===== src/rtl/game_pkg.sv =====
// Shared types and constants for the Flappy Bird game controller.
package game_pkg;

    typedef enum logic [1:0] {
        IDLE = 2'd0,
        PLAY = 2'd1,
        OVER = 2'd2
    } game_state_t;

    localparam logic [9:0] LFSR_SEED = 10'h2A5;
    localparam int         SCREEN_W  = 640;
    localparam int         SCREEN_H  = 480;

endpackage


===== src/rtl/lfsr10.sv =====
// 10-bit Fibonacci LFSR (x^10 + x^7 + 1), free-running, self-recovering from the all-zero lockup.
module lfsr10 #(
    parameter logic [9:0] SEED = game_pkg::LFSR_SEED
) (
    input  logic       clk,
    input  logic       reset,
    output logic [9:0] out
);

    logic [9:0] q;

    always_ff @(posedge clk or negedge reset) begin
        if (!reset) begin
            q <= SEED;
        end else if (q == '0) begin
            q <= SEED;
        end else begin
            q <= {q[8:0], q[9] ^ q[6]};
        end
    end

    assign out = q;

endmodule


===== src/rtl/game_sequencer.sv =====
// Flappy Bird game controller: sequences the pipe datapath, detects collisions,
// supplies random pipe gaps and keeps current/high score.
module game_sequencer #(
    parameter int         N         = 10,
    parameter int         BIRD_X    = 100,
    parameter int         BIRD_SIZE = 15,
    parameter int         SCREEN_H  = 480,
    parameter int         SCORE_W   = 8,
    parameter logic [9:0] LFSR_SEED = game_pkg::LFSR_SEED
) (
    input  logic               clk,
    input  logic               reset,
    input  logic               flap,
    input  logic [N-1:0]       bird_y,
    input  logic [N-1:0]       pipe_x,
    input  logic [N-1:0]       pipe_y0,
    input  logic [N-1:0]       pipe_y1,
    output logic               pipe_rst,
    output logic               pipe_start,
    output logic [9:0]         pipe_length,
    output logic [1:0]         state,
    output logic [SCORE_W-1:0] score,
    output logic [SCORE_W-1:0] high_score
);

    import game_pkg::game_state_t;
    import game_pkg::IDLE;
    import game_pkg::PLAY;
    import game_pkg::OVER;

    localparam logic [N:0] BIRD_L = (N+1)'(BIRD_X);
    localparam logic [N:0] BIRD_R = (N+1)'(BIRD_X + BIRD_SIZE);
    localparam logic [N:0] FLOOR  = (N+1)'(SCREEN_H);

    game_state_t  state_q;
    game_state_t  state_d;
    logic [N-1:0] pipe_x_q;
    logic [9:0]   lfsr_val;
    logic         load_len;
    logic         score_inc;
    logic         score_clr;
    logic         wrap;
    logic         overlap;
    logic         floor_hit;
    logic         collide;
    logic [N:0]   bird_bot;

    lfsr10 #(.SEED(LFSR_SEED)) u_lfsr (
        .clk   (clk),
        .reset (reset),
        .out   (lfsr_val)
    );

    // Extra MSB keeps bird_y + BIRD_SIZE from wrapping near the bottom of the range.
    assign bird_bot  = {1'b0, bird_y} + (N+1)'(BIRD_SIZE);
    assign overlap   = ({1'b0, pipe_x} <= BIRD_R) && ({1'b0, pipe_x} >= BIRD_L) &&
                       (({1'b0, bird_y} < {1'b0, pipe_y1}) || (bird_bot > {1'b0, pipe_y0}));
    assign floor_hit = (bird_bot >= FLOOR);
    assign collide   = overlap || floor_hit;

    // pipe_x dwells at 0 for many cycles; only the first zero sample counts as a wrap.
    assign wrap = (state_q == PLAY) && (pipe_x == '0) && (pipe_x_q != '0);

    always_comb begin
        state_d   = state_q;
        load_len  = 1'b0;
        score_inc = 1'b0;
        score_clr = 1'b0;
        case (state_q)
            IDLE: begin
                if (flap) begin
                    state_d  = PLAY;
                    load_len = 1'b1;
                end
            end
            PLAY: begin
                if (collide) begin
                    state_d = OVER;
                end else if (wrap) begin
                    load_len  = 1'b1;
                    score_inc = 1'b1;
                end
            end
            OVER: begin
                if (flap) begin
                    state_d   = IDLE;
                    score_clr = 1'b1;
                end
            end
            default: state_d = IDLE;
        endcase
    end

    always_ff @(posedge clk or negedge reset) begin
        if (!reset) begin
            state_q     <= IDLE;
            pipe_x_q    <= '0;
            pipe_length <= '0;
            score       <= '0;
            high_score  <= '0;
        end else begin
            state_q  <= state_d;
            pipe_x_q <= pipe_x;
            if (load_len) begin
                pipe_length <= lfsr_val;
            end
            if (score_clr) begin
                score <= '0;
            end else if (score_inc && (score != '1)) begin
                score <= score + 1'b1;
            end
            if (score > high_score) begin
                high_score <= score;
            end
        end
    end

    // Outputs decode directly from the state register, so they change only on clock edges.
    assign pipe_rst   = (state_q != PLAY) && (state_q != OVER);
    assign pipe_start = (state_q == PLAY);
    assign state      = state_q;

endmodule


===== config.mk =====
export PLATFORM = sky130hd
export DESIGN_NAME = game_sequencer
export DESIGN_NICKNAME = d
export VERILOG_FILES = /design/src/rtl/game_pkg.sv /design/src/rtl/lfsr10.sv /design/src/rtl/game_sequencer.sv
export SDC_FILE = /design/constraint.sdc
export NUM_CORES = 1
export LEC_CHECK = 0
export ABC_AREA = 1
export CORE_ASPECT_RATIO = 1.4
export CORE_MARGIN = 2
export CORE_UTILIZATION = 50
export CTS_CLUSTER_DIAMETER = 200
export CTS_CLUSTER_SIZE = 40
export DETAILED_ROUTE_END_ITERATION = 6
export PLACE_DENSITY = 0.81
export RECOVER_POWER = 25
export SLEW_MARGIN = 20
export SYNTH_ARGS = -nofsm -noshare
export SYNTH_HDL_FRONTEND = slang
export SYNTH_SLANG_ARGS = --single-unit

===== constraint.sdc =====
create_clock -name clk -period 3.7 [get_ports clk]
set_input_delay 0.74 -clock clk [delete_from_list [all_inputs] [get_ports clk]]
set_output_delay 0.74 -clock clk [all_outputs]
set_load 0.005 [all_outputs]

==> out/metrics.yaml <==
timing:
  finalSetupViolCount: 0
  finClkSkew_ns: 0.00919
  tns_ns: 0
  fin_crit_sh_pct: 89.7
  tightestPinTransition_ns: 2.48
  fin_ws_ns: 0.379
  slew_violations: 49
  whs_ns: 0.405
  rsz0062_at_grt: "no"
  fmax_mhz: 301
  hold_viol: 0
  slew_headroom_pct: -65.4
  finalCriticalPeriod_ns: 3.32
worst_setup_path:
  worst_r2r_endpoint: "high_score[6]$_DFFE_PN0N_"
  reg2reg_depth: 6
  critPathKind: "in -> reg"
  cp-end-kind: "flop"
  critPathLaunchType: "input port"
  crit_chain: "clkdlybuf4s50_1 > inv_1 > ha_1 > nand2_1 > nand2_1 > nand2_1 > nand2_1 > inv_1 > ha_1 > nand2_1 > inv_1 > a21oi_1 > nand2_1 > nand2_1 > nand2_1 > nand2_1 > nand2_1 > nand2_1 > nand3_2 > nand2_2 > nand2_1 > nand2_1"
  reg2reg_from: "score[7]$_DFFE_PN0P_"
  crit_family: "simple AND/OR/NAND/NOR gates"
  critPathArrivalTime_ns: 3.56
  cp_slowest_cell: "clkdlybuf4s50_1"
  reg2reg_slack_ns: 1.53
  crit_path_start: "bird_y[0]"
  path_depth: 22
  slowest_delay_ns: 0.43
  crit_buf_inv: 4
  cp_max_fo: 11
  crit_path_end: "pipe_length[2]$_DFFE_PN0P_"
  crit_required_ns: 3.94
  path_common_cell: "nand2_1"
yosys:
  ys_ff_latch: 48
  syn-num-nets: 453
  ys_types: 33
  async_flop_share_pct: 100
  netlist_instances: 378
  yosys.area.top_type: "dfrtp_1"
  synth_flop_cell: "dfrtp_1"
  yosysTopAreaCellShare_pct: 35.8
  synth_warnings: 0
  postSynthAreaPerCell_um2: 7.94
  synth_edf_count: 0
  ys_seq_area_share_pct: 40.2
  syn_area_mm2: 0.00300
  yosys-top-cells-area: "dfrtp_1 (36%), ha_1 (13%), nand2_1 (12%), inv_1 (7.5%), nand3_1 (5.0%)"
pwr:
  vdd_drop_max_mv: 0.461
  intPower_mw: 1.33
  p_per_area_mw_per_mm2: 514
  switchingPower_uw: 673
  clkPwrFrac_pct: 22.8
  power_frac_seq_pct: 36.7
  p_leak_nw: 1.98
  power_frac_comb_pct: 40.5
  switching_share_pct: 33.5
place:
  dp_hpwl_um: 5300
  placed_cells: 512
  place_congestion: 0.831
  numPortBuffers: 72
  pre_cts_slack_ns: 0.100
final_layout:
  final_common_cell: "nand2_1"
  final_cell_mix: "nand2_1 (99), clkdlybuf4s50_1 (71), inv_1 (60)"
  area_delta_synth_final_pct: 30.0
  final_cells: 520
  nNetsFinal: 524
  fin_util_pct: 67.1
  drive_above_1_share_pct: 6.89
  antenna_cells: 0
global_routing:
  grt_pass1_vias: 2685
  gr-total-overflow: 0
  grt_pass1_wl_um: 11700
  grt_util_all_layers_pct: 21.9
  grt_antenna_before_repair: 0
  grt_start_max_net_pins: 49
routing:
  drc: 0
  wl_per_cell_um: 13.1
  firstDrtPassIters: 4
  drtIter0Drc: 84
  drtAntennaViolNets: 0
  via_count: 2640
  viasPerCell: 5.08
  wirelength_um: 6800
die:
  die_h_um: 95.7
  die_w_um: 69.5
  die_area_mm2: 0.00665
  start_util_pct: 51.6
  ios: 73
  fp-row-count: 33
  core_area_mm2: 0.00582
clock_tree:
  cts.sinks: 48
  cts.path.max_buffers: 2
  ctsHoldBuffers: 0
  cts_buffers: 5
  clock_latency_ns: 0.30
  root_buffer: "clkbuf_8"
  htreeDepth: 2
  ctsResizeCount: 0
  clk_pin_slew_ns: 0.10
  post_cts_buffers: 0
  cts_tree: "yes"
run_status:
  violations: "max-capacitance violations, max-slew violations"
  status: "finished with violations"
worst_hold_path:
  hp-class: "reg -> reg"
run:
  drv_cap: 1
-- cell usage after synthesis (all sizes together), types with 5 or more instances --
master,number
a21oi,16
clkbuf,6
dfrtp,43
dfstp,5
ha,32
inv,61
nand2,105
nand3,33
nand4,5
nor2,32
nor3,6
o21ai,11
or2,7
xor2,6
-- power groups by stage --
| stage | Combinational, mW | Sequential (mW) | Clock [mW] |
|---|---|---|---|
| after global routing | 0.927 | 0.754 | 0.484 |
| after CTS | 0.827 | 0.737 | 0.464 |
| final | 0.813 | 0.736 | 0.458 |
| after floorplan | 0.418 | 0.737 | 0 |
| after global placement | 0.794 | 0.744 | 0 |
| after detailed placement | 0.818 | 0.745 | 0 |
-- logic make-up (layout without fill, tap and decap cells) --
logic type / after synthesis / after routing / share of synthesized area, %
simple gates: 191 / 191 / 30.0
buf+inv: 69 / 141 / 8.87
flops: 48 / 48 / 40.2
fa+ha+maj: 32 / 32 / 13.3
compound gates: 31 / 31 / 5.50
xor+xnor: 7 / 7 / 2.04
-- worst min-delay path by stage --
| stage | slack [ns] | to | cells after the start | startpoint |
|---|---|---|---|---|
| finish | 0.41 | u_lfsr.out[4]$_DFF_PN0_ | 0 | u_lfsr.out[3]$_DFF_PN0_ |
| global route | 0.43 | u_lfsr.out[4]$_DFF_PN0_ | 0 | u_lfsr.out[3]$_DFF_PN0_ |
| CTS | 0.41 | u_lfsr.out[4]$_DFF_PN0_ | 0 | u_lfsr.out[3]$_DFF_PN0_ |
| detailed placement | 0.40 | u_lfsr.out[4]$_DFF_PN0_ | 0 | u_lfsr.out[3]$_DFF_PN0_ |
| global placement | 0.39 | u_lfsr.out[4]$_DFF_PN0_ | 0 | u_lfsr.out[3]$_DFF_PN0_ |
| floorplan | 0.42 | u_lfsr.out[0]$_DFF_PN1_ | 1 | u_lfsr.out[6]$_DFF_PN0_ |
-- layer usage --
layer  track usage [%]  part of all wire (%)  vias to the layer above
met4              7.84                   2.0                        0
met2              42.3                    52                       56
li1                  -                     -                     1326
met5                 0                     0                        -
met1              24.2                    42                     1246
met3              3.56                   3.9                       12
-- registers in the layout, indices dropped and copies added, names as in the netlist --
signal       flops
pipe_length     10
high_score       8
u_lfsr.out      10
score            8
pipe_x_q        10
state            2
-- through the flow --
stage / area, um^2 / total power [mW]
after floorplan: 3000 / 1.15
after CTS: 3910 / 2.03
final: 3910 / 2.01
after global placement: 3770 / 1.54
after global routing: 3910 / 2.16
after detailed placement: 3770 / 1.56
-- worst register-to-register path, stage by stage, from the launching register on --
cell     delay (ns)
dfrtp_1        0.46
ha_1           0.34
nand2_1        0.09
nor2_1         0.14
nand3_1        0.08
o21ai_1        0.73
o21ai_0        0.18
-- area by class of cell --
cell class / count / area (um^2)
multi-input cells: 261 / 1530
flip-flops and latches: 48 / 1210
fillers: 488 / 1920
repair buffers: 72 / 714
inverters: 61 / 229
well taps: 70 / 87.6
clock inverters: 3 / 68.8
clock buffers: 5 / 68.8
No activity file was read; power rests on OpenSTA's default activity.
